===== src/rtl/spike_event_fifo.sv =====
// Turns rising edges of a neuron spike flag into {timestamp, ISI, first} records and
// buffers them in a show-ahead FIFO drained over a valid/ready handshake.
module spike_event_fifo #(
  parameter int unsigned TS_W    = 32,
  parameter int unsigned DEPTH   = 8,
  parameter int unsigned MIN_ISI = 0
) (
  input  logic              CLOCK_50,
  input  logic              reset,
  input  logic              enable,
  input  logic              spike,
  input  logic              clear_overflow,
  input  logic              ev_ready,
  output logic              ev_valid,
  output logic [TS_W-1:0]   ev_timestamp,
  output logic [TS_W-1:0]   ev_isi,
  output logic              ev_first,
  output logic [$clog2(DEPTH):0] level,
  output logic              overflow,
  output logic [15:0]       drop_count
);

  localparam int unsigned PW = $clog2(DEPTH);
  localparam int unsigned LW = PW + 1;

  typedef struct packed {
    logic [TS_W-1:0] ts;
    logic [TS_W-1:0] isi;
    logic            first;
  } rec_t;

  logic [TS_W-1:0] ts_q, last_ts_q;
  logic            spike_q, have_prev_q;
  logic [PW-1:0]   rd_ptr_q, wr_ptr_q;
  logic [LW-1:0]   level_q, level_d;
  logic            overflow_q, overflow_d;
  logic [15:0]     drop_count_q, drop_count_d;
  rec_t            mem_q [DEPTH];

  logic            spike_edge, suppress, accept, pop, push, drop, full;
  logic [TS_W-1:0] isi_raw;
  rec_t            new_rec, head;

  assign spike_edge = spike & ~spike_q;
  assign isi_raw    = ts_q - last_ts_q;

  // A zero window disables the refractory check entirely.
  if (MIN_ISI == 0) begin : g_no_refr
    assign suppress = 1'b0;
  end else begin : g_refr
    assign suppress = have_prev_q & (isi_raw < TS_W'(MIN_ISI));
  end

  assign accept = spike_edge & ~suppress;
  assign full   = (level_q == LW'(DEPTH));
  assign pop    = ev_valid & ev_ready;
  assign push   = accept & (~full | pop);
  assign drop   = accept & full & ~pop;

  assign new_rec.ts    = ts_q;
  assign new_rec.isi   = have_prev_q ? isi_raw : '0;
  assign new_rec.first = ~have_prev_q;

  always_comb begin
    level_d = level_q;
    if (push && !pop) begin
      level_d = level_q + LW'(1);
    end else if (pop && !push) begin
      level_d = level_q - LW'(1);
    end
  end

  always_comb begin
    overflow_d   = overflow_q;
    drop_count_d = drop_count_q;
    if (clear_overflow) begin
      overflow_d   = 1'b0;
      drop_count_d = '0;
    end else if (drop) begin
      overflow_d = 1'b1;
      if (drop_count_q != 16'hFFFF) begin
        drop_count_d = drop_count_q + 16'd1;
      end
    end
  end

  always_ff @(posedge CLOCK_50) begin
    if (reset) begin
      ts_q         <= '0;
      spike_q      <= 1'b0;
      last_ts_q    <= '0;
      have_prev_q  <= 1'b0;
      rd_ptr_q     <= '0;
      wr_ptr_q     <= '0;
      level_q      <= '0;
      overflow_q   <= 1'b0;
      drop_count_q <= '0;
    end else begin
      spike_q <= spike;
      if (enable) begin
        ts_q <= ts_q + TS_W'(1);
      end
      // Dropped records still advance last_ts so the ISI tracks real spike spacing.
      if (accept) begin
        last_ts_q   <= ts_q;
        have_prev_q <= 1'b1;
      end
      if (push) begin
        wr_ptr_q <= wr_ptr_q + PW'(1);
      end
      if (pop) begin
        rd_ptr_q <= rd_ptr_q + PW'(1);
      end
      level_q      <= level_d;
      overflow_q   <= overflow_d;
      drop_count_q <= drop_count_d;
    end
  end

  always_ff @(posedge CLOCK_50) begin
    if (push) begin
      mem_q[wr_ptr_q] <= new_rec;
    end
  end

  assign head         = mem_q[rd_ptr_q];
  assign ev_valid     = (level_q != '0);
  assign ev_timestamp = ev_valid ? head.ts : '0;
  assign ev_isi       = ev_valid ? head.isi : '0;
  assign ev_first     = ev_valid & head.first;
  assign level        = level_q;
  assign overflow     = overflow_q;
  assign drop_count   = drop_count_q;

endmodule

===== config.mk =====
export PLATFORM = sky130hd
export DESIGN_NAME = spike_event_fifo
export DESIGN_NICKNAME = d
export VERILOG_FILES = /design/src/rtl/spike_event_fifo.sv
export SDC_FILE = /design/constraint.sdc
export NUM_CORES = 1
export LEC_CHECK = 0
export ABC_AREA = 1
export ABC_CLOCK_PERIOD_IN_PS = 9300
export CAP_MARGIN = 15
export CORE_MARGIN = 2
export CORE_UTILIZATION = 35
export CTS_CLUSTER_DIAMETER = 120
export CTS_CLUSTER_SIZE = 25
export DETAILED_ROUTE_END_ITERATION = 10
export MAX_ROUTING_LAYER = met4
export PLACE_DENSITY = 0.48
export SLEW_MARGIN = 0
export SYNTH_ARGS = -nofsm -noshare
export SYNTH_HDL_FRONTEND = slang
export SYNTH_SLANG_ARGS = --single-unit

===== constraint.sdc =====
create_clock -name CLOCK_50 -period 9.3 [get_ports CLOCK_50]
set_input_delay 1.395 -clock CLOCK_50 [delete_from_list [all_inputs] [get_ports CLOCK_50]]
set_output_delay 1.395 -clock CLOCK_50 [all_outputs]
set_load 0.02 [all_outputs]

## Word level (Yosys, flattened, before mapping)

Memories as Yosys holds them, arrays and structs flattened. A register that Yosys moved wholly into a read port is not among the register bits.
Cells that the tools add are included.
Widths: inputs -> output; s select.

- Divide/modulo/power cells: 0
- Shift-type cells: 0
- $mul: 0
- Muxes and demuxes: 9
- Reduce and logical (&&, ||, !) cells: 8
- Equality and inequality tests: 2
- Bitwise operators: 11
- $lt $le $gt $ge: 0
- Add/sub/neg operators: 7

Operators by type and width:

| operator | count |
|---|---|
| $mux 32 | 3 |
| $add 32x1->32 const B | 1 |
| $sub 32x32->32 | 1 |
| $add 16x1->16 const B | 1 |
| $ne 16x16->1 const B | 1 |
| $mux 4 | 2 |
| $add 3x1->3 const B | 2 |
| $and 1x1->1 | 6 |
| $mux 3 | 2 |
| $add 4x1->4 const B | 1 |
| $eq 4x4->1 const B | 1 |
| $not 1->1 | 4 |
| $reduce_bool 4->1 | 1 |
| $sub 4x1->4 const B | 1 |
| $logic_and 1x1->1 | 2 |
| $logic_not 1->1 | 2 |
| $mux 1 | 2 |
| $reduce_and 2->1 | 1 |
| $reduce_bool 2->1 | 1 |
| $reduce_or 2->1 | 1 |
| $or 1x1->1 | 1 |

- Bits in read-only memories: 0
- Memories: 1
- Flip-flop bits (word level): 93
- Bits in latches: 0
- RAM bits: 520
- Output and inout port bits: 87
- Input bits: 6
- Word-level logic and storage cells: 47

Memories:

| name | depth | width | rd ports | clocked after Yosys merged registers in | wr ports | RTL line | source |
|---|---|---|---|---|---|---|---|
| mem_q | 8 | 65 | 1 | 1 | 1 | 38 | `rec_t mem_q [DEPTH];` |

## Logic depth before layout (Yosys ltp)

- Depth after elaboration: 8
- Depth in mapped cells: 16
- Depth with buffers taken out: 16

## Worst setup path before layout

No wires, ideal clock.

- Path type: input -> register
- From: input port spike
- To: memory mem_q[0][0] in the netlist's numbering, enable pin
- Setup time: 0.488 ns
- Arrival: 4.624 ns
- Stages: 6
- Path slack: 4.188 ns
- Required time: 8.812 ns
- Cell sequence: inv_1 > nor2_1 > nand2_1 > inv_1 > nand2_1 > nor2_1

- Longest elaborated chain between the ends: 4

RTL lines:

| item | RTL line | source |
|---|---|---|
| from (decl) | 11 | `input logic spike,` |
| $and 1x1->1 | 44 | `assign spike_edge = spike & ~spike_q;` |
| $and 1x1->1 | 57 | `assign push = accept & (~full \| pop);` |
| via push | 40 | `logic spike_edge, suppress, accept, pop, push, drop, full;` |
| $mux 1 | 121 | `if (push) begin` |
| $mux 1 (implied by the code) | 122 | `mem_q[wr_ptr_q] <= new_rec;` |
| to (decl) | 38 |  |

The timed path passes the listed nets, and every way through them passes these cells.

==> impl_metrics.json <==
{
  "multi_input_area_sq_um": 8230,
  "gp_congestion": 0.879,
  "fin_setup_tns_ns": 0,
  "leakage_uw": 0.0104,
  "dpl_cell_area_sq_um": 29000,
  "design_area_sq_um": 29900,
  "routedWlPerCell_um": 19.5,
  "post-synth-top-count-cell": "nor2_1",
  "fillers": 7477,
  "rows": 102,
  "combPwrFrac_pct": 33.9,
  "grt_pass1_wl_um": 112000,
  "start_util_pct": 35.3,
  "power_density_nw_per_um2": 237,
  "synthCells": 2629,
  "grt_pass1_vias": 18900,
  "grt_max_degree": 161,
  "clk_latency_ns": 0.62,
  "crit_path_start_kind": "register",
  "yosys_most_used_dff": "edfxtp_1",
  "areaGrowthSynthToFinish_pct": 9.82,
  "fp.dieArea_sq_um": 80100,
  "fmax_mhz": 170,
  "timing.final.crit_share_pct": 63.3,
  "synthTopCellsByCount": "nor2_1, edfxtp_1, nand2_1, o21ai_0, inv_1",
  "ys_ff_latch": 616,
  "via_per_inst": 5.10,
  "fp.dieH_um": 283,
  "synthTopCellsByArea": "edfxtp_1, nor2_1, dfxtp_1, nand2_1, o21ai_0",
  "slew_violations": 0,
  "routed_wl_um": 72600,
  "yosysTopAreaCell": "edfxtp_1",
  "required_ns": 7.91,
  "r2r_slack_ns": 6.01,
  "cts_tree": "done",
  "status": "finished, final reports clean",
  "clock-sinks": 616,
  "ys_seq_area_share_pct": 64.4,
  "reg2regPathDepth": 12,
  "die_w_um": 283,
  "fin_crit_ns": 5.89,
  "track_usage_pct": 18.4,
  "finalHoldViolations": 0,
  "power.share.clock_pct": 20.9,
  "grt-ovfl-total": 0,
  "relSlewSlack_pct": 24.8,
  "cts-root-buf": "clkbuf_16",
  "arrival_ns": 4.49,
  "cts_hold_buf": 0,
  "dp_hpwl_um": 42800,
  "vdd_drop_max_uv": 228,
  "cts_buffers": 29,
  "syn_area_sq_um": 27200,
  "syn_area_per_cell_sq_um": 10.4,
  "ys_async_sr_fraction_pct": 0,
  "ys_warn_count": 0,
  "worst_pin_slew_ns": 1.13,
  "core_sq_um": 77200,
  "drc": 0,
  "drtPass1Iterations": 7,
  "worst_r2r_endpoint": "mem_q[4][25]",
  "timing.max_cap.violations": 0,
  "h-tree-depth": 1,
  "ios": 93,
  "cp-endpoint": "ev_isi[23]",
  "switching_share_pct": 35.3,
  "cts_resized": 0,
  "path_max_fanout": 160,
  "syn_nets": 2676,
  "fin_skew_ns": 0.0324,
  "cts_setup_buffers": 0,
  "clock_path_buffers": 3,
  "antenna_found_initial": 1,
  "synth-edff-count": 520,
  "drt_iter0_drc": 1306,
  "path_clk_slew_ns": 0.11,
  "grt_setup_unrepaired": "false",
  "setup_violations": 0,
  "criticalPathCategory": "register to output pin",
  "nNetsFinal": 2699,
  "ant_nets": 0,
  "num_vias": 18900,
  "p_seq_share_pct": 45.2,
  "yosys.area.top_type_share_pct": 57.3,
  "portBuffers": 92,
  "internal_power_uw": 4580,
  "antennaDiodeCount": 0,
  "hp-class": "register to register",
  "ys_types": 40,
  "rr_startpoint": "ts_q[0]",
  "endpoint_kind": "output pin",
  "regArea_sq_um": 17500,
  "switching_power_uw": 2500,
  "drive_above_1_share_pct": 3.89
}
[per-layer routing]
layer	GRT usage, %	part of all wire, %	vias to the layer above
met5	-	0	-
met4	3.52	1.7	0
li1	-	-	9124
met3	1.80	3.7	71
met1	24.6	47	9410
met2	30.6	48	334
[worst max-delay path, cell delays in order (launching register included)]
cell	delay [ns]
dfxtp_4	0.61
inv_8	0.78
buf_4	0.99
nor2_1	0.08
o32ai_1	0.28
o21ai_1	0.09
nor2_1	0.26
clkdlybuf4s50_1	0.65
[registers in the layout, indices dropped and copies added, names as in the netlist, named ones only]
signal,cells
ts_q,32
last_ts_q,32
drop_count,16
rd_ptr_q,3
spike_q,1
overflow,1
mem_q,520
have_prev_q,1
wr_ptr_q,3
level,4
[kinds of logic (layout without fill, tap and decap cells)]
logic type | after synthesis | in the layout | share of synthesized area [%]
AO/OA/AOI/OAI | 518 | 518 | 11.4
XOR/XNOR | 16 | 16 | 0.515
adder cells (fa/ha/maj) | 41 | 41 | 1.94
buffers and inverters | 349 | 395 | 5.69
flip-flops | 616 | 616 | 64.4
AND/OR/NAND/NOR | 1089 | 1089 | 16.1
[worst min-delay path by stage]
stage	startpoint	end	slack, ns	cells after the start
final	last_ts_q[24]	last_ts_q[24]	0.47	2
after floorplan	rd_ptr_q[2]	register	0.43	2
after detailed placement	last_ts_q[24]	last_ts_q[24]	0.46	2
after global placement	last_ts_q[28]	last_ts_q[28]	0.45	2
after global routing	last_ts_q[17]	last_ts_q[17]	0.49	2
after CTS	last_ts_q[24]	last_ts_q[24]	0.47	2
[layout by cell type (no fill, tap or decap), types with 4 or more instances in the layout]
cell type / Yosys / layout
clkbuf_16: 0 / 29
and2_1: 5 / 5
o21bai_1: 4 / 4
buf_4: 6 / 28
dfxtp_1: 96 / 93
a21oi_1: 115 / 115
o32ai_1: 130 / 130
inv_2: 6 / 6
nor3_2: 4 / 4
nand2_1: 318 / 318
nor2_1: 642 / 633
o21ai_1: 37 / 37
nor3_1: 25 / 25
inv_1: 213 / 213
clkdlybuf4s50_1: 0 / 92
nand2_2: 7 / 7
nand4_1: 17 / 17
ha_1: 39 / 39
nor2_4: 5 / 14
edfxtp_1: 520 / 520
nand3_1: 52 / 51
clkbuf_1: 72 / 22
o21ai_0: 228 / 228
nand3_2: 4 / 4
xor2_1: 13 / 13
[cell type report]
type	instances	share of cell area, %
multi-input cells	1664	27.5
inverters	221	2.80
repair buffers	120	3.78
flip-flops and latches	616	58.7
clock inverters	3	0.184
clock buffers	51	2.70
well taps	1040	4.35
[power by group through the flow]
stage          combinational (uW)  sequential (uW)  clock [uW]
6_report                     2400             3200        1480
5_1_grt                      2650             3220        1630
4_1_cts                      2440             3200        1540
3_5_place_dp                 2430             3270           0
3_3_place_gp                 2420             3260           0
2_1_floorplan                1580             3200           0
[metrics by stage]
step           setup WS (ns)  hold WS [ns]  total power [uW]  util, %  instances
4_1_cts                 3.29         0.472              7190     38.7       3715
3_5_place_dp            4.01         0.455              5700     37.6       3661
3_3_place_gp            4.09         0.449              5680     37.6       3661
2_1_floorplan           4.19         0.433              4780        -       2629
5_1_grt                 3.03         0.490              7500     38.7       3715
6_report                3.41         0.468              7080     38.7       3715
Power figures use the tool's default switching activity.
